--- src/rtl/regfile_read_arbiter_if.sv ---
// Handshake bundle between the requester/read-mux side and the read-port arbiter.
// master: requesters plus the register-file mux; slave: the arbiter.
interface regfile_read_arbiter_if #(
    parameter int NREQ   = 4,
    parameter int DATA_W = 64,
    parameter int ADDR_W = 5
);
    logic [NREQ-1:0]             req;
    logic [NREQ-1:0][ADDR_W-1:0] addr;
    logic [NREQ-1:0]             gnt;
    logic [ADDR_W-1:0]           sel;
    logic [DATA_W-1:0]           regData;
    logic [DATA_W-1:0]           rdData;
    logic [NREQ-1:0]             rdValid;
    logic                        busy;

    modport master (
        output req, addr, regData,
        input  gnt, sel, rdData, rdValid, busy
    );

    modport slave (
        input  req, addr, regData,
        output gnt, sel, rdData, rdValid, busy
    );
endinterface

--- src/rtl/regfile_read_arbiter.sv ---
// Round-robin sequencer sharing one register-file read port among NREQ requesters.
// Optional RF_READ_XZR_EN: reads of index 31 return zero (XZR).
module regfile_read_arbiter #(
    parameter int NREQ   = 4,
    parameter int DATA_W = 64,
    parameter int ADDR_W = 5
) (
    input logic                    clk,
    input logic                    reset,
    regfile_read_arbiter_if.slave  bus
);
    localparam int OW = $clog2(NREQ);

    typedef enum logic {IDLE = 1'b0, READ = 1'b1} state_e;

    state_e              state_q, state_d;
    logic [OW-1:0]       owner_q, owner_d;
    logic [OW-1:0]       last_q, last_d;
    logic [NREQ-1:0]     gnt_q, gnt_d;
    logic [ADDR_W-1:0]   sel_q, sel_d;
    logic [DATA_W-1:0]   rdData_q, rdData_d;
    logic [NREQ-1:0]     rdValid_q, rdValid_d;
    logic                any_req;
    logic [OW-1:0]       win;

    // Scan downward so the closest index after last overwrites the rest.
    always_comb begin
        any_req = |bus.req;
        win     = '0;
        for (int k = NREQ; k >= 1; k--) begin
            if (bus.req[(int'(last_q) + k) % NREQ]) begin
                win = OW'((int'(last_q) + k) % NREQ);
            end
        end
    end

    always_comb begin
        state_d   = state_q;
        owner_d   = owner_q;
        last_d    = last_q;
        gnt_d     = '0;
        sel_d     = sel_q;
        rdData_d  = rdData_q;
        rdValid_d = '0;
        if (state_q == READ) begin
            rdValid_d[owner_q] = 1'b1;
`ifdef RF_READ_XZR_EN
            rdData_d = (sel_q == {ADDR_W{1'b1}}) ? '0 : bus.regData;
`else
            rdData_d = bus.regData;
`endif
        end
        if (any_req) begin
            state_d    = READ;
            gnt_d[win] = 1'b1;
            sel_d      = bus.addr[win];
            owner_d    = win;
            last_d     = win;
        end else begin
            state_d = IDLE;
        end
    end

    always_ff @(posedge clk) begin
        if (reset) begin
            state_q   <= IDLE;
            owner_q   <= '0;
            last_q    <= OW'(NREQ - 1);
            gnt_q     <= '0;
            sel_q     <= '0;
            rdData_q  <= '0;
            rdValid_q <= '0;
        end else begin
            state_q   <= state_d;
            owner_q   <= owner_d;
            last_q    <= last_d;
            gnt_q     <= gnt_d;
            sel_q     <= sel_d;
            rdData_q  <= rdData_d;
            rdValid_q <= rdValid_d;
        end
    end

    assign bus.gnt     = gnt_q;
    assign bus.sel     = sel_q;
    assign bus.rdData  = rdData_q;
    assign bus.rdValid = rdValid_q;
    assign bus.busy    = (state_q == READ);
endmodule

--- src/flat_wrapper.sv ---
// flat-port wrapper written by rule: the top's interface ports become plain ports
module regfile_read_arbiter_flat 
#(
    parameter int NREQ   = 4,
    parameter int DATA_W = 64,
    parameter int ADDR_W = 5
)
  (clk, reset, bus_req, bus_addr, bus_regData, bus_gnt, bus_sel, bus_rdData, bus_rdValid, bus_busy);
  regfile_read_arbiter_if #(.NREQ(NREQ), .DATA_W(DATA_W), .ADDR_W(ADDR_W)) bus_i ();
  input logic clk;
  input logic reset;
  input wire logic [$bits(bus_i.req)-1:0] bus_req;
  input wire logic [$bits(bus_i.addr)-1:0] bus_addr;
  input wire logic [$bits(bus_i.regData)-1:0] bus_regData;
  output wire logic [$bits(bus_i.gnt)-1:0] bus_gnt;
  output wire logic [$bits(bus_i.sel)-1:0] bus_sel;
  output wire logic [$bits(bus_i.rdData)-1:0] bus_rdData;
  output wire logic [$bits(bus_i.rdValid)-1:0] bus_rdValid;
  output wire logic [$bits(bus_i.busy)-1:0] bus_busy;
  assign bus_i.req = bus_req;
  assign bus_i.addr = bus_addr;
  assign bus_i.regData = bus_regData;
  assign bus_gnt = bus_i.gnt;
  assign bus_sel = bus_i.sel;
  assign bus_rdData = bus_i.rdData;
  assign bus_rdValid = bus_i.rdValid;
  assign bus_busy = bus_i.busy;
  regfile_read_arbiter #(.NREQ(NREQ), .DATA_W(DATA_W), .ADDR_W(ADDR_W)) u_core (.clk(clk), .reset(reset), .bus(bus_i));
endmodule
--- config.mk ---
export PLATFORM = sky130hd
export DESIGN_NAME = regfile_read_arbiter_flat
export DESIGN_NICKNAME = d
export VERILOG_FILES = /design/src/rtl/regfile_read_arbiter_if.sv /design/src/rtl/regfile_read_arbiter.sv /design/src/flat_wrapper.sv
export SDC_FILE = /design/constraint.sdc
export NUM_CORES = 1
export LEC_CHECK = 0
export CORE_MARGIN = 2
export CORE_UTILIZATION = 40
export CTS_CLUSTER_SIZE = 40
export DETAILED_ROUTE_END_ITERATION = 6
export GPL_TIMING_DRIVEN = 1
export PLACE_DENSITY = 0.82
export SLEW_MARGIN = 25
export SYNTH_ARGS = -nofsm -noshare
export SYNTH_HDL_FRONTEND = slang
export SYNTH_SLANG_ARGS = --single-unit
--- constraint.sdc ---
create_clock -name clk -period 3.8 [get_ports clk]
set_input_delay 0.76 -clock clk [delete_from_list [all_inputs] [get_ports clk]]
set_output_delay 0.76 -clock clk [all_outputs]
set_load 0.02 [all_outputs]
==> impl_metrics.toml <==
[synth]
compound_cell_area_share_of_the_yosys_netlist = 0.0699
synth_adder_area_share = 0
post_synth_inst_count = 295
yosysWarningCount = 0
synth.avg_cell_area_um2 = 10.4
combinational_family_with_the_most_area_after_synthesis = "multiplexers"
synthesized_netlist_net_count = 385
share_of_synthesized_area_spent_on_multiplexers = 0.224
synth-async-reset-ratio = 0
yosys_register_bits = 82
synthesis.area_um2 = 3080
synth-xor-area-share = 0
edff_count_synth = 0
synth_cell_type_count = 29
post_synth_and_or_nand_nor_area_fraction = 0.132
yosysSeqAreaShare = 0.533
synth_flop_cell = "sky130_fd_sc_hd__dfxtp_1"

[placed_design]
placed_cells_incl_taps = 544
routabilityCongestion = 0.791
buffers_on_ports = 167
detailed_place_hpwl_mm = 5.71

[clock_network]
htree_num_levels = 3
cts.reportedPaths.clkPinSlew_ps = 90
cts_made_buffers = 9
clk_path_buf_depth = 2
clock-sinks = 82
cts-root-buf = "sky130_fd_sc_hd__clkbuf_8"
worst_skew_pair.late_latency_ps = 340
tritoncts_clock_tree = "yes"
cts.repair.resized = 0
ctsHoldBuffers = 0
cts.repair_timing.setup_buffer_count = 0

[floorplanning]
fp-row-count = 31
die-area_um2 = 8410
die_x_um = 91.7
design.portCount = 168
start_util = 0.418
die_height_um = 91.7
core_area_um2 = 7370

[timing]
slew_viol_final = 0
worst_clock_skew_ps = 12.1
setup_violations = 0
rsz0062_at_grt = "false"
fmax_mhz = 460
slew-limit-headroom = 0.403
worst-slew-pin-transition_ps = 896
hold_viol_final = 0
fin_setup_tns_ps = 0
fin_crit_ps = 2180
layout_worst_path_cycle_share = 0.572

[drt]
totalWireLength_mm = 7.76
drt_first_iter_violations = 66
drtAntennaViolNets = 0
routed_len_inst_um = 13.9
avgViaCountPerCell = 4.71
detail_route.drc_violations = 0
dr_total_vias = 2639
drt_first_pass_iters = 4

[critical_path]
worstSetupEndpointType = "register"
r2r_cells = 5
crit_chain = "clkdlybuf4s50_1 -> o21ai_1 -> and3_4 -> mux2i_1 -> a211oi_2"
worst_path_largest_cell_delay_ps = 500
start_kind = "input pin"
timing.critical_path.slowest_stage_cell = "sky130_fd_sc_hd__clkdlybuf4s50_1"
critPathKind = "in2reg"
timing.critical_path.fanout_max = 16
required_ps = 4020
timing.critical_path.arrival_ps = 2400

[finish]
commonest_cells_after_routing_fill_and_taps_aside = "sky130_fd_sc_hd__clkdlybuf4s50_1 (166), sky130_fd_sc_hd__dfxtp_1 (81), sky130_fd_sc_hd__mux2i_1 (69)"
multi_input_comb_area_um2 = 1310
layout.cells.most_common = "sky130_fd_sc_hd__clkdlybuf4s50_1"
nFillCells = 559
final_nets = 546
share_of_cells_above_drive_strength_1 = 0.0564
final_core_utilization = 0.680
final_cells = 560
area.growth.synth_to_final_pct = 62.9
area_used_by_sequential_logic_in_the_layout_um2 = 1650
num_antenna_cells = 0

[global_routing]
grt_remaining_overflow = 0
grt_pass1_wl_mm = 12.3
grt_start_max_net_pins = 69
antenna_found_initial = 0
first_global_vias = 2475
gr-usage-all-layers = 0.182

[power_and_ir_drop]
total_leakage_power_nw = 2.09
vdd_drop_max_mv = 0.203
p_per_area_nw_per_um2 = 416
post-layout-total-power_w = 0.00209

[job]
max_cap_violations = 0

[run_status]
status = "completed"

[hold_path]
min_path_type = "reg2reg"
hold_path_depth = 1
[report_power, final]
group	internal [W]	switching, W	leakage, nW
combinational	0.000241	0.000197	1.29
clock	0.000390	0.000311	0.114
sequential	0.000918	0.0000309	0.677
[critical path: cells and delay by family]
kind	cells	cell delay, ps
mux	1	260
buf+inv	1	500
simple gates	1	410
compound gates	2	470
[cells by family (layout without fill, tap and decap cells)]
family | count (synthesis) | after routing
AO/OA/AOI/OAI | 29 | 29
buffers and inverters | 25 | 191
flip-flops | 82 | 82
multiplexers | 69 | 69
AND/OR/NAND/NOR | 90 | 90
[state kept, by name, summed over array words and instances (netlist names)]
| signal | cells |
|---|---|
| u_core.bus.busy | 1 |
| u_core.bus.sel | 5 |
| u_core.bus.rdValid | 4 |
| u_core.bus.rdData | 64 |
| u_core.last_q | 2 |
| u_core.bus.gnt | 4 |
| u_core.owner_q | 2 |
[synthesized netlist by cell type, types with 3 or more instances]
cell type | instances | area, µm²
sky130_fd_sc_hd__buf_2 | 7 | 35.0
sky130_fd_sc_hd__nand2b_1 | 3 | 18.8
sky130_fd_sc_hd__a31oi_1 | 4 | 25.0
sky130_fd_sc_hd__nor2_1 | 67 | 251
sky130_fd_sc_hd__a21oi_1 | 5 | 25.0
sky130_fd_sc_hd__mux2i_1 | 69 | 691
sky130_fd_sc_hd__inv_1 | 6 | 22.5
sky130_fd_sc_hd__a211oi_1 | 8 | 60.1
sky130_fd_sc_hd__nand2_1 | 6 | 22.5
sky130_fd_sc_hd__o21bai_1 | 5 | 37.5
sky130_fd_sc_hd__dfxtp_1 | 82 | 1640
sky130_fd_sc_hd__clkbuf_1 | 10 | 37.5
[area by class of cell]
class                      instances  share of cell area
sequential                        82               0.328
timing repair buffer             169               0.336
tap                               99              0.0247
multi-input combinational        188               0.261
clock inverter                     6              0.0177
inverter                           6             0.00449
clock buffer                      10              0.0274
[worst paths after layout]
path	start	to	slack, ps
worst max-delay path	bus_req[1]	u_core.bus.sel[3]	1620
worst min-delay path	u_core.owner_q[1]	u_core.bus.rdValid[1]	490
worst max register to register	u_core.last_q[0]	u_core.bus.sel[3]	2220
worst min register to register	u_core.owner_q[1]	u_core.bus.rdValid[1]	490
[layer usage]
metal | vias to the layer above | wire, µm | GRT usage
met1 | 1195 | 3280 | 0.215
met3 | 8 | 519 | 0.0444
li1 | 1335 | - | -
met4 | 0 | 68 | 0.0634
met5 | - | 0 | 0
met2 | 101 | 3890 | 0.320
[through the flow]
| step | worst slack [ps] | instance area, µm² | hold WS (ps) |
|---|---|---|---|
| 2_1_floorplan | 1850 | 3080 | 449 |
| 3_3_place_gp | 1360 | 4780 | 471 |
| 3_5_place_dp | 1290 | 4780 | 479 |
| 4_1_cts | 1650 | 5010 | 496 |
| 5_1_grt | 1490 | 5010 | 514 |
| 6_report | 1620 | 5010 | 489 |
(Power assumes the default switching activity.)
